**src/rtl/eq_sweep_ctrl.sv**
```systemverilog
// Exhaustive equivalence sweep: drives every NIN-bit vector to two circuits and compares their outputs.
// Optional macro EQ_STOP_ON_FAIL_EN ends the sweep at the first mismatching vector.
module eq_sweep_ctrl #(
    parameter int unsigned NIN    = 2,
    parameter int unsigned NOUT   = 2,
    parameter int unsigned SETTLE = 1
) (
    input  logic              clk,
    input  logic              rst_n,
    input  logic              start,
    output logic [NIN-1:0]    vec,
    input  logic [NOUT-1:0]   outa,
    input  logic [NOUT-1:0]   outb,
    output logic              busy,
    output logic              done,
    output logic              equiv,
    output logic [NIN-1:0]    fail_vec,
    output logic [NIN:0]      fail_cnt
);

    localparam int unsigned CNT_W = NIN + 1;
    localparam int unsigned SET_W = 8;

    typedef enum logic [1:0] {
        IDLE  = 2'd0,
        APPLY = 2'd1,
        CMP   = 2'd2,
        DONE  = 2'd3
    } state_t;

    state_t             state_q, state_d;
    logic [SET_W-1:0]   settle_q, settle_d;
    logic [NIN-1:0]     vec_d;
    logic [NIN-1:0]     fail_vec_d;
    logic [CNT_W-1:0]   fail_cnt_d;
    logic               equiv_d;
    logic               busy_d;
    logic               done_d;
    logic               mismatch;
    logic               last_vec;

    // State and result registers
    always_ff @(posedge clk) begin
        if (!rst_n) begin
            state_q  <= IDLE;
            settle_q <= '0;
            vec      <= '0;
            fail_vec <= '0;
            fail_cnt <= '0;
            equiv    <= 1'b0;
            busy     <= 1'b0;
            done     <= 1'b0;
        end else begin
            state_q  <= state_d;
            settle_q <= settle_d;
            vec      <= vec_d;
            fail_vec <= fail_vec_d;
            fail_cnt <= fail_cnt_d;
            equiv    <= equiv_d;
            busy     <= busy_d;
            done     <= done_d;
        end
    end

    // Next-state and next-result logic
    always_comb begin
        state_d    = state_q;
        settle_d   = settle_q;
        vec_d      = vec;
        fail_vec_d = fail_vec;
        fail_cnt_d = fail_cnt;
        equiv_d    = equiv;
        mismatch   = 1'b0;
        last_vec   = (vec == {NIN{1'b1}});

        case (state_q)
            IDLE, DONE: begin
                if (start) begin
                    state_d    = APPLY;
                    settle_d   = '0;
                    vec_d      = '0;
                    fail_vec_d = '0;
                    fail_cnt_d = '0;
                    equiv_d    = 1'b1;
                end
            end
            APPLY: begin
                if (settle_q == SET_W'(SETTLE - 1)) begin
                    state_d  = CMP;
                    settle_d = '0;
                end else begin
                    settle_d = settle_q + SET_W'(1);
                end
            end
            CMP: begin
                mismatch = (outa != outb);
                settle_d = '0;
                if (mismatch) begin
                    fail_cnt_d = fail_cnt + CNT_W'(1);
                    equiv_d    = 1'b0;
                    if (fail_cnt == '0) begin
                        fail_vec_d = vec;
                    end
                end
`ifdef EQ_STOP_ON_FAIL_EN
                if (mismatch || last_vec) begin
                    state_d = DONE;
                end else begin
                    state_d = APPLY;
                    vec_d   = vec + NIN'(1);
                end
`else
                if (last_vec) begin
                    state_d = DONE;
                end else begin
                    state_d = APPLY;
                    vec_d   = vec + NIN'(1);
                end
`endif
            end
            default: begin
                state_d = IDLE;
            end
        endcase

        busy_d = (state_d == APPLY) || (state_d == CMP);
        done_d = (state_d == DONE);
    end

endmodule

```
**config.mk**
```make
export PLATFORM = sky130hd
export DESIGN_NAME = eq_sweep_ctrl
export DESIGN_NICKNAME = d
export VERILOG_FILES = /design/src/rtl/eq_sweep_ctrl.sv
export SDC_FILE = /design/constraint.sdc
export NUM_CORES = 1
export LEC_CHECK = 0
export ABC_AREA = 1
export ABC_CLOCK_PERIOD_IN_PS = 2150
export CORE_UTILIZATION = 54
export CTS_BUF_LIST = sky130_fd_sc_hd__clkbuf_8
export DETAILED_ROUTE_END_ITERATION = 16
export PLACE_DENSITY = 0.8
export RECOVER_POWER = 100
export SYNTH_ARGS = -nofsm -noshare
export SYNTH_HDL_FRONTEND = slang
export SYNTH_SLANG_ARGS = --single-unit
```
**constraint.sdc**
```tcl
create_clock -name clk -period 2.15 [get_ports clk]
set_input_delay 0.3225 -clock clk [delete_from_list [all_inputs] [get_ports clk]]
set_output_delay 0.3225 -clock clk [all_outputs]
set_load 0.05 [all_outputs]
```
==> results of run 1 <==
placed cells by master, fill, tap and decap left out, drive strengths merged:
master	count
nand3	7
a21oi	13
clkdlybuf4s50	6
dfxtp	20
ha	8
buf	1
nand2	40
xor2	4
nor3	2
clkbuf	4
nand4	3
dlygate4sd3	10
a211oi	1
and2	1
xnor2	3
nor2	20
o21ai	1
inv	22
state kept, by name (all words and copies together) (netlist names):
register / flops
busy: 1
fail_cnt: 3
done: 1
settle_q: 8
equiv: 1
state_q: 2
fail_vec: 2
vec: 2
cell families after synthesis:
logic type | after synthesis | synth area share, %
compound gates | 15 | 7.65
xor+xnor | 7 | 5.68
fa+ha+maj | 8 | 9.27
buf+inv | 24 | 8.69
flops | 20 | 37.1
simple gates | 73 | 31.6
layer usage:
metal	track usage, %	share of wire [%]	vias up	wire (µm)
li1	-	-	495	-
met1	26.9	46	427	948
met2	39.4	48	25	986
met3	4.71	4.8	4	99
met4	9.14	1.6	0	34
met5	0	0	-	0
power by group through the flow:
stage          sequential, mW  clock (mW)  combinational [mW]
2_1_floorplan           0.626           0               0.369
3_3_place_gp            0.480           0               0.668
3_5_place_dp            0.482           0               0.686
4_1_cts                 0.475       0.292               0.695
5_1_grt                 0.480       0.307               0.734
6_report                0.472       0.280               0.665
metrics by stage:
step                area [µm²]  setup WS, ns  power (mW)
floorplan                 1080         0.552       0.995
finish                    1320         0.270        1.42
detailed placement        1270         0.316        1.17
global route              1320         0.149        1.52
global placement          1270         0.356        1.15
CTS                       1320         0.338        1.46
how the worst max path moves through the flow:
stage                       end  slack [ns]
floorplan                  busy        0.55
global placement           busy        0.36
detailed placement         busy        0.32
CTS                      vec[0]        0.34
global route               busy        0.15
finish              fail_cnt[2]        0.27
cell type report:
| cell class | instances | area share [%] |
|---|---|---|
| Timing Repair Buffer | 17 | 12.7 |
| Sequential cell | 20 | 30.4 |
| Inverter | 22 | 6.27 |
| Tap cell | 25 | 2.37 |
| Clock buffer | 4 | 4.18 |
| Multi-Input combinational cell | 103 | 44.1 |
==> reports/qor.yml, run 1 <==
drt:
  routed_via_density: 4.98
  drc_errors: 0
  first_pass_iters: 4
  vias: 951
  antenna_left: 0
  routed_wl_um: 2070
  wire_per_inst_um: 10.8
  drtIter0Drc: 28
worst_setup_path:
  critPathBufInv: 1
  worstPathRequired_ns: 1.83
  critical_path_depth: 1
  worstSetupStartpointType: "flip-flop"
  worstPathArrival_ns: 1.56
  endpoint_kind: "output port"
  path_max_fanout: 4
  r2r-start: "state_q[0]"
  critPathLaunch: "fail_cnt[2]"
  path_cells: "dlygate4sd3_1"
  critical-path-top-delay-family: "buffers and inverters"
  cpMaxStageDelayCell: "dlygate4sd3_1"
  reg2reg_setup_slack_ns: 0.33
  path_class: "flip-flop to output port"
  cp_slowest_stage_delay_ns: 0.90
  worst_r2r_endpoint: "busy"
  rr_worst_depth: 10
power:
  clock_power_share_pct: 19.7
  power_per_cell_area_nw_per_um2: 1080
  p_int_mw: 0.802
  comb_power_share_pct: 46.9
  p_leak_nw: 0.622
  switching_share_pct: 43.4
  power_switching_mw: 0.615
  peakVddDrop_mv: 0.524
  p_seq_share_pct: 33.3
finish:
  final_core_util_pct: 73.1
  multi_input_area_um2: 581
  nets: 182
  area_growth_syn_to_layout_pct: 22.0
  seq_area_um2: 400
  diodes: 0
  fillers: 155
  drive_gt1_share_pct: 8.43
  fin_cells: 191
sta:
  fin_setup_tns_ns: 0
  post-route-period-util_pct: 87.5
  hold_ws_ns: 0.496
  rsz0062_at_grt: "no"
  worst_slew_pin_slew_ns: 0.513
  max_freq_mhz: 532
  setup_viol: 0
  fin_crit_ns: 1.88
  maxSlewHeadroom_pct: 65.7
  finalHoldViolCount: 0
  drv_slew: 0
  fin_worst_skew_ns: 0.00630
placed_design:
  io_buffers: 16
  gp_congestion: 0.841
  hpwlAfterDp_um: 1510
  dpl.cell_count: 187
logic_synthesis:
  synth_cells: 147
  synth_edf_count: 0
  synth.most_common_cell: "nand2_1"
  avgSynthCellArea_um2: 7.35
  yosysTopAreaCellShare_pct: 37.1
  synth-seq-cells: 20
  synth_top_flop_cell: "dfxtp_1"
  ys_seq_area_share_pct: 37.1
  async_flop_share_pct: 0
  ys_warn_count: 0
  yosysTopAreaCell: "dfxtp_1"
  yosysUniqueCellTypes: 23
  syn_area_um2: 1080
  synthTopCellsByCount: "nand2_1, dfxtp_1, inv_1"
  synthTopCellsByArea: "dfxtp_1, nand2_1, ha_1"
  synth.net_count: 162
die:
  initial_utilization_pct: 59.9
  die_w_um: 46.7
  placementRows: 15
  die_y_um: 46.7
  io_pins: 17
  core_um2: 1800
  die_area_um2: 2180
worst_hold_path:
  hold_end: "equiv"
  min_path_cells: 2
  min_path_type: "flip-flop to flip-flop"
  hp-start: "equiv"
clocking:
  root_buffer: "clkbuf_8"
  clkTransAtPathRegs_ns: 0.07
  post-cts-setup-buffers: 0
  clock_latency_ns: 0.26
  clock-sinks: 20
  cts_tree: "yes"
  holdBufCountCts: 0
  cts_resized: 0
  cts_buffer_depth: 2
  cts_max_level: 1
  cts_made_buffers: 3
global_routing:
  antenna_found_initial: 0
  grt.overflow.total: 0
  grt_usage_pct: 22.6
  grt_pass1_wl_um: 3420
  grt_max_degree: 12
  grt_pass1_vias: 839
run:
  maxCapViolations: 0
status:
  outcome: "finished clean"
(Power assumes the default switching activity.)
==> inputs of run 2 (changes only) <==
Settings changed: ABC_CLOCK_PERIOD_IN_PS 2150 to default, CORE_ASPECT_RATIO from default to 0.9, SKIP_LAST_GASP from default to 1.
==> run 2 against run 1 <==
Setup slack gained 0.030 ns. Via count shrank 4.7%. Critical path type unchanged. Global-route usage shrank 1.8 points. Highest routed layer unchanged.
==> reports/qor.yml, run 2 (synthesis gave the netlist of run 1 again) <==
power:
  p_leak_nw: 0.611  # -1.8%
  comb_power_share_pct: 48.2  # +1.3 points
  power_switching_mw: 0.608  # -1.1%
  p_int_mw: 0.765  # -4.5%
  power_per_cell_area_nw_per_um2: 1060  # -1.5%
  peakVddDrop_mv: 0.982  # +87%
  switching_share_pct: 44.3  # +0.85 points
  clock_power_share_pct: 17.5  # -2.2 points
  p_seq_share_pct: 34.3  # +1.0 points
global_routing:
  met3_usage_pct: 7.22  # +2.5 points
  grt.overflow.total: 0  # unchanged
  grtUsageMet1_pct: 27.1  # +0.17 points
  grt_usage_pct: 20.8  # -1.8 points
  grt_pass1_wl_um: 3400  # -0.61%
  busiest_layer: "met2"
  grt_util_met2_pct: 33.2  # -6.3 points
  grt_pass1_vias: 813  # -3.1%
  grt_max_degree: 12  # unchanged
  antenna_found_initial: 0  # unchanged
sta:
  setup_viol: 0  # unchanged
  finalHoldViolCount: 0  # unchanged
  rsz0062_at_grt: "no"
  fin_setup_tns_ns: 0  # unchanged
  max_freq_mhz: 540  # +1.6%
  drv_slew: 0  # unchanged
  worst_slew_pin_slew_ns: 0.506  # -0.00681 ns
  setup_ws_ns: 0.299  # +0.0299 ns
  maxSlewHeadroom_pct: 66.1  # +0.46 points
  post-route-period-util_pct: 86.1  # -1.4 points
  fin_worst_skew_ns: 0.00361  # -0.00269 ns
  fin_crit_ns: 1.85  # -0.0299 ns
clocking:
  cts_buffer_depth: 2  # unchanged
  cts_tree: "yes"
  post-cts-setup-buffers: 0  # unchanged
  holdBufCountCts: 0  # unchanged
  clkTransAtPathRegs_ns: 0.07  # about the same
  clock_latency_ns: 0.26  # about the same
  clock-sinks: 20  # unchanged
  root_buffer: "clkbuf_8"
  cts_made_buffers: 3  # unchanged
  cts_max_level: 1  # unchanged
  cts_resized: 0  # unchanged
worst_setup_path:
  worstSetupStartpointType: "flip-flop"
  worstPathRequired_ns: 1.83  # about the same
  rr_worst_depth: 10  # unchanged
  cp_slowest_stage_delay_ns: 0.89  # about the same
  path_class: "flip-flop to output port"
  path_max_fanout: 4  # unchanged
  critical-path-top-delay-family: "buffers and inverters"
  path_cells: "dlygate4sd3_1"
  reg2reg_setup_slack_ns: 0.33  # about the same
  r2r-start: "state_q[0]"
  worstPathArrival_ns: 1.53  # -0.03 ns
  worst_r2r_endpoint: "busy"
  critPathBufInv: 1  # unchanged
  cpMaxStageDelayCell: "dlygate4sd3_1"
  endpoint_kind: "output port"
  critPathLaunch: "fail_cnt[2]"
drt:
  routed_via_density: 4.79  # -3.7%
  wire_per_inst_um: 10.3  # -5.1%
  routed_wl_um: 1940  # -6.1%
  drtIter0Drc: 17  # -39%
  antenna_left: 0  # unchanged
  drc_errors: 0  # unchanged
  vias: 906  # -4.7%
  first_pass_iters: 4  # unchanged
die:
  initial_utilization_pct: 61.0  # +1.1 points
  die_w_um: 49.1  # +5.2%
  core_um2: 1770  # -1.8%
  io_pins: 17  # unchanged
  die_y_um: 44.4  # -4.9%
  die_area_um2: 2180  # about the same
  placementRows: 14  # -1
worst_hold_path:
  min_path_cells: 2  # unchanged
  hold_end: "settle_q[0]"
  hp-start: "settle_q[0]"
  min_path_type: "flip-flop to flip-flop"
status:
  outcome: "finished clean"
placed_design:
  gp_congestion: 0.822  # -2.2%
  post-place-ws_ns: 0.327  # +0.0105 ns
  dpl.cell_count: 186  # -0.53%
  hpwlAfterDp_um: 1530  # +0.86%
  io_buffers: 16  # unchanged
run:
  maxCapViolations: 0  # unchanged
finish:
  diodes: 0  # unchanged
  reg_top3: "settle_q x8, fail_cnt x3"
  area_growth_syn_to_layout_pct: 20.0
  final_cell_mix: "nand2_1, inv_1, dfxtp_1"
  nets: 182  # unchanged
  layout_commonest_cell: "nand2_1"
  largest_reg_flops: 8  # unchanged
  largest_register: "settle_q"
  drive_gt1_share_pct: 7.27  # -1.2 points
  fin_cells: 189  # -1.0%
[run 2: cell types whose count changed in the layout (fill, tap and decap cells not counted), sizes merged]
cell  change
buf       -1
[run 2: area by class of cell]
cell class              instances  area (µm²)
fillers                       138         473
multi-input cells             103         578
well taps                      24        30.0
repair buffers                 17         164
clock buffers                   3        41.3
flip-flops and latches         20         400
inverters                      22        82.6
[run 2: power by group through the flow]
stage          combinational, mW  sequential [mW]  clock [mW]
5_1_grt                    0.719            0.477       0.263
3_5_place_dp               0.685            0.481           0
6_report                   0.661            0.471       0.241
2_1_floorplan              0.369            0.626           0
3_3_place_gp               0.669            0.480           0
4_1_cts                    0.690            0.473       0.246
[run 2: worst max path at each step]
stage	end	cells past startpoint
floorplan	busy	10
global placement	busy	8
detailed placement	busy	8
CTS	fail_cnt[2]	1
global route	busy	10
finish	fail_cnt[2]	1
[run 2: metrics by stage]
stage               total power [mW]  utilization (%)  hold slack, ns  area [µm²]
finish                          1.37             73.3           0.488        1300
global route                    1.46             73.3           0.514        1300
CTS                             1.41             73.9           0.491        1310
detailed placement              1.17             71.6           0.477        1270
global placement                1.15             71.6           0.485        1270
floorplan                      0.995                -           0.456        1080
[run 2: per-layer routing]
| metal | up-vias | part of all wire, % |
|---|---|---|
| met5 | - | 0 |
| met4 | 0 | 0.82 |
| met3 | 3 | 3.3 |
| met2 | 14 | 43 |
| met1 | 398 | 53 |
| li1 | 491 | - |
==> inputs of run 3 (changes only) <==
Settings changed: SETUP_SLACK_MARGIN from default to 0.15.
==> results of run 3 <==
Same layout as run 2: the final DEF is identical, and so are final timing and power.
